## src/rtl/sm_mem_pkg.sv

```systemverilog
// Shared types and helpers for the data-side load/store path.
// Big-endian lanes: byte offset 0 lives in bits 31:24.
package sm_mem_pkg;

  typedef enum logic [1:0] {
    MEM_BYTE = 2'd0,
    MEM_HALF = 2'd1,
    MEM_WORD = 2'd2
  } mem_size_t;

  typedef enum logic [2:0] {
    ST_IDLE      = 3'd0,
    ST_LOAD      = 3'd1,
    ST_STORE_W   = 3'd2,
    ST_RMW_READ  = 3'd3,
    ST_RMW_WRITE = 3'd4,
    ST_RESP      = 3'd5
  } lsu_state_t;

  // MSB of byte lane k within a big-endian word (31 - 8k).
  function automatic logic [4:0] lane_msb(input logic [1:0] k);
    return 5'd31 - {k, 3'b000};
  endfunction

endpackage

```

## src/rtl/byte_lane_unit.sv

```systemverilog
// Combinational lane logic: load extraction/extension and sub-word store merge.
// Halfwords only ever sit at offset 0 or 2, so bit 0 of the offset is ignored for them.
module byte_lane_unit
  import sm_mem_pkg::*;
(
  input  logic [31:0] rd_word,
  input  logic [1:0]  offset,
  input  logic [1:0]  size,
  input  logic        sign_ext,
  input  logic [31:0] wdata,
  output logic [31:0] load_data,
  output logic [31:0] merge_data
);

  logic [4:0]  byte_msb;
  logic [4:0]  half_msb;
  logic [7:0]  byte_val;
  logic [15:0] half_val;

  // Select the addressed lane and extend it into a right-justified result.
  always_comb begin
    byte_msb = lane_msb(offset);
    half_msb = lane_msb({offset[1], 1'b0});
    byte_val = rd_word[byte_msb -: 8];
    half_val = rd_word[half_msb -: 16];
    load_data = 32'd0;
    case (size)
      MEM_BYTE: begin
        if (sign_ext) begin
          load_data = {{24{byte_val[7]}}, byte_val};
        end else begin
          load_data = {24'd0, byte_val};
        end
      end
      MEM_HALF: begin
        if (sign_ext) begin
          load_data = {{16{half_val[15]}}, half_val};
        end else begin
          load_data = {16'd0, half_val};
        end
      end
      MEM_WORD: load_data = rd_word;
      default:  load_data = 32'd0;
    endcase
  end

  // Replace the target lane of the read word with the store data.
  always_comb begin
    merge_data = rd_word;
    case (size)
      MEM_BYTE: merge_data[byte_msb -: 8]  = wdata[7:0];
      MEM_HALF: merge_data[half_msb -: 16] = wdata[15:0];
      default:  merge_data = wdata;
    endcase
  end

endmodule

```

## src/rtl/load_store_unit.sv

```systemverilog
// Single-outstanding load/store engine toward a word-addressed data memory.
// Sub-word stores are read-modify-write; errors are answered without touching memory.
module load_store_unit
  import sm_mem_pkg::*;
#(
  parameter int MEM_WORDS = 64
) (
  input  logic        clk,
  input  logic        reset,
  input  logic        req_valid,
  output logic        req_ready,
  input  logic        req_write,
  input  logic [1:0]  req_size,
  input  logic        req_signed,
  input  logic [31:0] req_addr,
  input  logic [31:0] req_wdata,
  output logic        rsp_valid,
  output logic [31:0] rsp_rdata,
  output logic        rsp_error,
  output logic        mem_write_enable,
  output logic [31:0] mem_adress,
  output logic [31:0] mem_write_data,
  input  logic [31:0] mem_read_data
);

  localparam logic [31:0] ADDR_LIMIT = 32'(4 * MEM_WORDS);

  lsu_state_t  state_q, state_d;
  logic [31:0] addr_q, addr_d;
  logic [31:0] wdata_q, wdata_d;
  logic [31:0] merge_q, merge_d;
  logic [31:0] rdata_q, rdata_d;
  logic [1:0]  size_q, size_d;
  logic        signed_q, signed_d;
  logic        error_q, error_d;

  logic        size_err;
  logic        range_err;
  logic        req_err;
  logic [31:0] lane_word;
  logic [31:0] load_data;
  logic [31:0] merge_data;

  // Classify the incoming request: bad size, misalignment or out of range.
  always_comb begin
    size_err = 1'b0;
    case (req_size)
      MEM_BYTE: size_err = 1'b0;
      MEM_HALF: size_err = req_addr[0];
      MEM_WORD: size_err = |req_addr[1:0];
      default:  size_err = 1'b1;
    endcase
    range_err = (req_addr >= ADDR_LIMIT);
    req_err   = size_err | range_err;
  end

  // The lane unit sees live memory data for loads and the captured word for merges.
  assign lane_word = (state_q == ST_LOAD) ? mem_read_data : merge_q;

  byte_lane_unit u_lane (
    .rd_word    (lane_word),
    .offset     (addr_q[1:0]),
    .size       (size_q),
    .sign_ext   (signed_q),
    .wdata      (wdata_q),
    .load_data  (load_data),
    .merge_data (merge_data)
  );

  // Next-state and datapath register updates.
  always_comb begin
    state_d  = state_q;
    addr_d   = addr_q;
    wdata_d  = wdata_q;
    merge_d  = merge_q;
    rdata_d  = rdata_q;
    size_d   = size_q;
    signed_d = signed_q;
    error_d  = error_q;
    case (state_q)
      ST_IDLE: begin
        if (req_valid) begin
          addr_d   = req_addr;
          wdata_d  = req_wdata;
          size_d   = req_size;
          signed_d = req_signed;
          error_d  = req_err;
          rdata_d  = 32'd0;
          if (req_err) begin
            state_d = ST_RESP;
          end else if (!req_write) begin
            state_d = ST_LOAD;
          end else if (req_size == MEM_WORD) begin
            state_d = ST_STORE_W;
          end else begin
            state_d = ST_RMW_READ;
          end
        end else begin
          state_d = ST_IDLE;
        end
      end
      ST_LOAD: begin
        rdata_d = load_data;
        state_d = ST_RESP;
      end
      ST_STORE_W:   state_d = ST_RESP;
      ST_RMW_READ: begin
        merge_d = mem_read_data;
        state_d = ST_RMW_WRITE;
      end
      ST_RMW_WRITE: state_d = ST_RESP;
      ST_RESP:      state_d = ST_IDLE;
      default:      state_d = ST_IDLE;
    endcase
  end

  // State and datapath registers; reset aborts any access in flight.
  always_ff @(posedge clk or posedge reset) begin
    if (reset) begin
      state_q  <= ST_IDLE;
      addr_q   <= 32'd0;
      wdata_q  <= 32'd0;
      merge_q  <= 32'd0;
      rdata_q  <= 32'd0;
      size_q   <= 2'd0;
      signed_q <= 1'b0;
      error_q  <= 1'b0;
    end else begin
      state_q  <= state_d;
      addr_q   <= addr_d;
      wdata_q  <= wdata_d;
      merge_q  <= merge_d;
      rdata_q  <= rdata_d;
      size_q   <= size_d;
      signed_q <= signed_d;
      error_q  <= error_d;
    end
  end

  // Port outputs decoded from the state register only, so reset clears them at once.
  always_comb begin
    req_ready        = (state_q == ST_IDLE);
    rsp_valid        = (state_q == ST_RESP);
    rsp_rdata        = rdata_q;
    rsp_error        = error_q;
    mem_adress       = {addr_q[31:2], 2'b00};
    mem_write_enable = 1'b0;
    mem_write_data   = 32'd0;
    case (state_q)
      ST_IDLE: mem_adress = 32'd0;
      ST_STORE_W: begin
        mem_write_enable = 1'b1;
        mem_write_data   = wdata_q;
      end
      ST_RMW_WRITE: begin
        mem_write_enable = 1'b1;
        mem_write_data   = merge_data;
      end
      default: mem_write_enable = 1'b0;
    endcase
  end

endmodule

```

## config.mk

```make
export PLATFORM = sky130hd
export DESIGN_NAME = load_store_unit
export DESIGN_NICKNAME = d
export VERILOG_FILES = /design/src/rtl/sm_mem_pkg.sv /design/src/rtl/byte_lane_unit.sv /design/src/rtl/load_store_unit.sv
export SDC_FILE = /design/constraint.sdc
export NUM_CORES = 1
export LEC_CHECK = 0
export BUFFER_PORTS_ARGS = -buffer_cell sky130_fd_sc_hd__buf_4
export CAP_MARGIN = 20
export CORE_MARGIN = 4
export CORE_UTILIZATION = 41
export CTS_BUF_LIST = sky130_fd_sc_hd__clkbuf_4
export DETAILED_ROUTE_END_ITERATION = 10
export GPL_TIMING_DRIVEN = 0
export PLACE_DENSITY = 0.67
export SLEW_MARGIN = 20
export SYNTH_ARGS = -nofsm -noshare
export SYNTH_HDL_FRONTEND = slang
export SYNTH_HIERARCHICAL = 1
export SYNTH_SLANG_ARGS = --single-unit
```

## constraint.sdc

```tcl
create_clock -name clk -period 3.78 [get_ports clk]
set_input_delay 0.378 -clock clk [delete_from_list [all_inputs] [get_ports clk]]
set_output_delay 0.378 -clock clk [all_outputs]
set_load 0.02 [all_outputs]
```

==> results_dict.tcl, run 1 <==
set metrics [dict create \
    crit_type "flop to primary output" \
    dp_hpwl_um 20160 \
    reg2regPathDepth 10 \
    via_count 7578 \
    cts_tree "built" \
    ys.warnings.count 6 \
    firstDrtPassIters 5 \
    hold_path_startpoint "req_addr[1]" \
    critical_path.startpoint_type "flop" \
    path_max_fanout 10 \
    max_stage_delay_ns 0.46 \
    powerDensity_nw_per_um2 776.0 \
    stdcell_count 1403 \
    synth_edf_count 0 \
    clockBufferDepth 2 \
    power_leakage_nw 5.209 \
    overflow 0 \
    crit_start "state_q[1]" \
    layout-drive-gt1-share_pct 31.34 \
    hold_viol_final 0 \
    initial_core_util_pct 41.69 \
    yosysSeqAreaShare_pct 43.18 \
    wl_per_cell_um 19.34 \
    antenna_found_initial 1 \
    setup_tns_ns 0 \
    ys_async_sr_fraction_pct 100.0 \
    crit_path_frequent_cell "buf_4" \
    max_cap_viol_count 0 \
    rr_startpoint "state_q[1]" \
    maxSlewHeadroom_pct 57.13 \
    avgSynthCellArea_um2 8.993 \
    ios 203 \
    clk_latency_ns 0.56 \
    root_buffer "clkbuf_4" \
    grtUsageTotal_pct 25.12 \
    via_per_inst 5.401 \
    rsz0062_at_grt "false" \
    fin_nets 1260 \
    netlist-cell-type-count 52 \
    period_share_pct 95.67 \
    grt_pass1_wl_um 42480 \
    dr.first_iter.drc_count 563 \
    cts_buffers 17 \
    mappedNetlistArea_um2 7824 \
    fp.dieW_um 146.1 \
    syn_to_final_growth_pct 36.06 \
    ys_ff_latch 135 \
    slew_viol_final 0 \
    crit_slowest_cell "mux2_2" \
    drtAntennaViolNets 0 \
    worst_ep_required_time_ns 3.40 \
    holdPathStages 3 \
    ctsHtreeMaxLevel 4 \
    crit_chain "buf_4 -> nor3b_2 -> clkbuf_4 -> mux2_2 -> nor2b_1 -> o21ai_0 -> o211ai_1 -> a22o_1 -> buf_4" \
    crit_path_end_kind "primary output" \
    fp.dieH_um 146.1 \
    worst_pin_slew_ns 0.6252 \
    post-place-cells 1310 \
    ys.flop_type "dfrtp_1" \
    io_buffers 200 \
    fp-row-count 50 \
    die-area_um2 21360 \
    grt_pass1_vias 7608 \
    fmax_ghz 0.2765 \
    netlist_instances 870 \
    clkTransAtPathRegs_ns 0.12 \
    hp-class "input port to flop" \
    run_status "complete, no violations" \
    cts_sinks 135 \
    arrival_ns 3.24 \
    fin_skew_ns 0.01657 \
    core_area_um2 18770 \
    grt_max_degree 35 \
    gp_congestion 0.9697 \
    drc_errors 0 \
    wirelength_um 27130 \
    setup_viol 0 \
    irDropWorstVdd_uv 359.2 \
    postCtsSetupBuffers 0 \
    min_period_ns 3.616 \
]
==> worst max-delay path: cells and delay by family (launching register included) <==
family                 cells  cell delay, ns
multiplexers               1            0.46
AND/OR/NAND/NOR            2            0.57
buffers and inverters      3            0.68
AO/OA/AOI/OAI              3            0.60
flip-flops                 1            0.39
==> worst paths after layout <==
check                      slack [ns]            endpoint
max                              0.16  mem_write_data[19]
min                              0.04           addr_q[1]
max reg2reg                      0.59       rsp_rdata[10]
min reg2reg                      0.48          addr_q[13]
max in group asynchronous        2.66          wdata_q[8]
min in group asynchronous        0.40         merge_q[22]
==> flip-flops by register name (all words and copies together), names as in the netlist <==
name,cells
merge_q,32
wdata_q,32
signed_q,1
rsp_rdata,32
state_q,3
rsp_error,1
size_q,2
addr_q,32
==> synthesized netlist by cell type, types with 2 or more instances <==
| master | instances | share of area (%) |
|---|---|---|
| nor3_1 | 6 | 0.38 |
| a21oi_1 | 3 | 0.19 |
| or2_2 | 3 | 0.24 |
| nor4_1 | 7 | 0.56 |
| a221o_1 | 12 | 1.5 |
| nor2_1 | 15 | 0.72 |
| buf_4 | 6 | 0.58 |
| o211ai_1 | 11 | 1.1 |
| nor3b_2 | 3 | 0.48 |
| a221oi_1 | 12 | 1.3 |
| o21ai_1 | 5 | 0.32 |
| and3b_1 | 7 | 0.78 |
| a22oi_1 | 7 | 0.67 |
| mux2_2 | 77 | 11 |
| dfrtp_1 | 135 | 43 |
| inv_1 | 3 | 0.14 |
| nand3b_1 | 2 | 0.19 |
| clkbuf_1 | 31 | 1.5 |
| o22a_1 | 2 | 0.22 |
| or3b_2 | 2 | 0.22 |
| a211o_1 | 16 | 1.8 |
| o21ai_0 | 44 | 2.8 |
| and3_1 | 5 | 0.40 |
| a311o_1 | 3 | 0.38 |
| mux2i_1 | 13 | 1.7 |
| a2bb2oi_1 | 6 | 0.67 |
| nand2_1 | 287 | 14 |
| buf_2 | 34 | 2.2 |
| a22o_1 | 32 | 3.6 |
| o22ai_1 | 7 | 0.56 |
| nor3b_1 | 6 | 0.58 |
| nor2b_1 | 39 | 3.1 |
| and2_1 | 8 | 0.64 |
| buf_6 | 3 | 0.43 |
==> what timing repair did <==
| action | CTS | global route |
|---|---|---|
| hold buffers | 62 | 0 |
| gates resized for setup | 0 | 1 |
| endpoints found under the hold margin | 78 | 0 |
| setup endpoints to repair | 0 | 2 |
==> per-stage QoR <==
step           area [um2]  setup WS [ns]  util [%]  power [mW]  hold WS [ns]
6_report            10650         0.1635     56.72       8.261       0.03626
5_1_grt             10650        0.01538     56.72       8.813       0.01779
4_1_cts             10640         0.1232     56.69       8.243      0.001052
3_5_place_dp         9748         0.5859     51.94       7.186        0.4413
3_3_place_gp         9625         0.6375     51.29       7.115        0.4493
2_1_floorplan        7831          1.047         -       5.426        0.4379
==> routing by layer <==
layer	vias to the layer above	GRT usage [%]	share of wire [%]
met3	46	5.369	7.2
met1	3640	33.72	43
met2	290	40.03	46
met5	-	0	0
li1	3602	-	-
met4	0	9.595	3.2
==> cell families after synthesis <==
group,share of synthesized area (%)
mux,13.03
xor+xnor,0.1120
simple gates,22.77
compound gates,15.94
other cells,0.04793
buf+inv,4.909
flops,43.18
==> power breakdown <==
group	switching [mW]	internal, mW	total [mW]	leakage [nW]
sequential	0.416	1.91	2.32	1.69
clock	0.543	0.446	0.990	0.146
combinational	2.84	2.11	4.95	3.38
total	3.80	4.46	8.26	5.21
==> final cells by class <==
class                   instances  area, um2
clock buffers                  18      135.1
repair buffers                267       2245
flip-flops and latches        135       3378
fillers                      1735       8123
clock inverters                12      136.4
multi-input cells             657       4065
inverters                       4      18.77
diodes                          1      2.502
well taps                     234      292.8
plain buffers                  75      371.6
==> placed cells by master, fill, tap and decap left out, types with 7 or more instances in the layout <==
cell           Yosys  layout
clkbuf_4           0      19
o22ai_1            7       7
and2_1             8       8
nand2_1          287     287
clkbuf_1          31      31
o21ai_0           44      44
a221oi_1          12      12
a22o_1            32      32
a211o_1           16      16
nor2_1            15      15
mux2i_1           13      13
mux2_2            77      77
a22oi_1            7       7
and3b_1            7       7
buf_4              6     206
nor2b_1           39      39
nor4_1             7       7
buf_2             34      33
o211ai_1          11      11
dfrtp_1          135     135
a221o_1           12      12
dlygate4sd3_1      0      62
Note: power is estimated with default switching activity, not from simulation.
==> inputs of run 2 (changes only) <==
Settings changed: PLACE_DENSITY 0.67 to 0.65, SYNTH_HIERARCHICAL 1 to not set.
Clock period 3.78 ns to 3.9 ns, I/O delays scaled along.
==> run 2 against run 1 <==
Sequential share of layout area is 3.0 points higher; design area shrank 8.7%; highest routed layer unchanged; die area is 6.9% lower; cell count fell by 9.1%; largest cell class unchanged; global-route usage down 0.54 points; via count shrank 8.7%; synthesized cell count down 10%.
==> results_dict.tcl, run 2 <==
set metrics [dict create \
    run_status "complete, no violations" \
    die-area_um2 19890 \
    crit_path_frequent_cell "buf_4" \
    power_leakage_nw 4.813 \
    yosysSeqAreaShare_pct 46.57 \
    clk_latency_ns 0.56 \
    grt_pass1_vias 6771 \
    io_buffers 200 \
    fp.dieW_um 141.0 \
    hold_viol_final 0 \
    powerDensity_nw_per_um2 783.3 \
    rr_startpoint "state_q[1]" \
    period_share_pct 85.37 \
    grt_max_degree 30 \
    layout-drive-gt1-share_pct 29.96 \
    cts_sinks 135 \
    r2r_slack_ns 1.52 \
    dpl_worst_slack_ns 1.225 \
    ctsHtreeMaxLevel 4 \
    fp.dieH_um 141.0 \
    hold_path_startpoint "req_wdata[25]" \
    min_period_ns 3.329 \
    overflow 0 \
    min_to "wdata_q[25]" \
    cts_buffers 17 \
    netlist_instances 783 \
    clkTransAtPathRegs_ns 0.12 \
    initial_core_util_pct 41.94 \
    crit_path_end_kind "primary output" \
    root_buffer "clkbuf_4" \
    ys_top_cells_by_area "dfrtp_1 (47%), nand2_1 (12%), mux2_2 (8.2%)" \
    grt_pass1_wl_um 38090 \
    crit_slowest_cell "mux2i_1" \
    cts-resized-gates 0 \
    fin_nets 1138 \
    dp_hpwl_um 18930 \
    fin_ws_ns 0.5705 \
    setup_tns_ns 0 \
    via_per_inst 5.428 \
    grtUsageTotal_pct 24.57 \
    n_fill_cell 1638 \
    crit_chain "buf_4 -> nor3b_1 -> buf_4 -> buf_6 -> buf_4 -> mux2i_1 -> o21ai_0 -> a22oi_1 -> nand2_1 -> buf_4" \
    dpl_cell_area_um2 9160 \
    ys_ff_latch 135 \
    fin_skew_ns 0.02422 \
    core_area_um2 17300 \
    fmax_ghz 0.3003 \
    final_cell_mix "nand2_1 (226), buf_4 (206), dfrtp_1 (135)" \
    syn_to_final_growth_pct 34.01 \
    dr.first_iter.drc_count 706 \
    wl_per_cell_um 19.36 \
    arrival_ns 2.94 \
    netlist-cell-type-count 52 \
    slew_viol_final 0 \
    final_area_um2 9722 \
    setup_viol 0 \
    ys.flop_type "dfrtp_1" \
    worst_pin_slew_ns 0.8887 \
    crit_type "flop to primary output" \
    synth_most_common_cell "nand2_1" \
    critical_path.startpoint_type "flop" \
    worst_ep_required_time_ns 3.51 \
    gp_congestion 0.8582 \
    wirelength_um 24690 \
    max_stage_delay_ns 0.46 \
    r2r-end "rsp_rdata[1]" \
    fin_hold_ws_ns 0.03047 \
    ios 203 \
    hp-class "input port to flop" \
    p_total_mw 7.615 \
    maxSlewHeadroom_pct 40.54 \
    rsz0062_at_grt "false" \
    reg2regPathDepth 7 \
    stdcell_count 1275 \
    synth.top_cell.area_share_pct 46.57 \
    synth_edf_count 0 \
    fin_util_pct 56.21 \
    max_cap_viol_count 0 \
    avgSynthCellArea_um2 9.265 \
    synth_largest_area_cell "dfrtp_1" \
    clockBufferDepth 2 \
    post-place-cells 1214 \
    irDropWorstVdd_uv 352.6 \
    fp-row-count 48 \
    cts_tree "built" \
    ys.warnings.count 0 \
    path_max_fanout 10 \
    drtAntennaViolNets 0 \
    final_common_cell "nand2_1" \
    holdPathStages 3 \
    mappedNetlistArea_um2 7254 \
    antenna_found_initial 2 \
    firstDrtPassIters 6 \
    drc_errors 0 \
    ys_async_sr_fraction_pct 100.0 \
    via_count 6921 \
    synth_common_cells "nand2_1 (226), dfrtp_1 (135), mux2_2 (53)" \
]
run 2: worst max-delay path by stage:
stage / start / to / slack [ns] / cells after the start
floorplan: state_q[2] / mem_write_data[23] / 1.61 / 8
global placement: reset / wdata_q[8] / 0.86 / 2
detailed placement: state_q[2] / mem_write_data[24] / 1.23 / 10
CTS: state_q[1] / mem_write_data[24] / 0.60 / 10
global route: state_q[1] / mem_write_data[24] / 0.35 / 10
finish: state_q[1] / mem_write_data[24] / 0.57 / 10
run 2: per-layer routing:
layer | up-vias | global-route usage [%] | wire (um)
met2 | 327 | 38.28 | 11370
met1 | 3273 | 33.52 | 10640
met5 | - | 0 | 0
met4 | 0 | 8.567 | 734
met3 | 50 | 6.072 | 1941
li1 | 3271 | - | -
run 2: kinds of logic (layout without fill, tap and decap cells):
kind of cell	Yosys count	count (layout)	synth area share, %
AO/OA/AOI/OAI	151	151	15.85
multiplexers	82	82	12.40
XOR/XNOR	1	1	0.1208
AND/OR/NAND/NOR	348	348	20.80
flip-flops	135	135	46.57
other	1	4	0.05169
buffers and inverters	65	329	4.208
run 2: power by group:
| group | leakage, nW | switching (mW) | internal, mW |
|---|---|---|---|
| Sequential | 1.68 | 0.409 | 1.89 |
| Combinational | 2.99 | 2.57 | 1.77 |
| Clock | 0.143 | 0.581 | 0.391 |
run 2: final cells by class:
type | count | area (um2) | share of cell area, %
clock buffer | 18 | 135.1 | 1.390
clock inverter | 14 | 151.4 | 1.557
timing repair buffer | 232 | 1887 | 19.41
tap | 225 | 281.5 | 2.896
multi-input combinational | 584 | 3575 | 36.77
antenna | 2 | 5.005 | 0.05148
buffer | 59 | 282.8 | 2.909
sequential | 135 | 3378 | 34.75
inverter | 6 | 26.28 | 0.2703
run 2: critical path, delay by kind of cell (launching register included):
kind	cells	cell delay [ns]
compound gates	2	0.30
buf+inv	5	0.98
flops	1	0.38
mux	1	0.46
simple gates	2	0.26
run 2: timing repair:
action                    CTS  global route
setup buffers               0             0
hold endpoints to repair   47             1
hold buffers               26             1
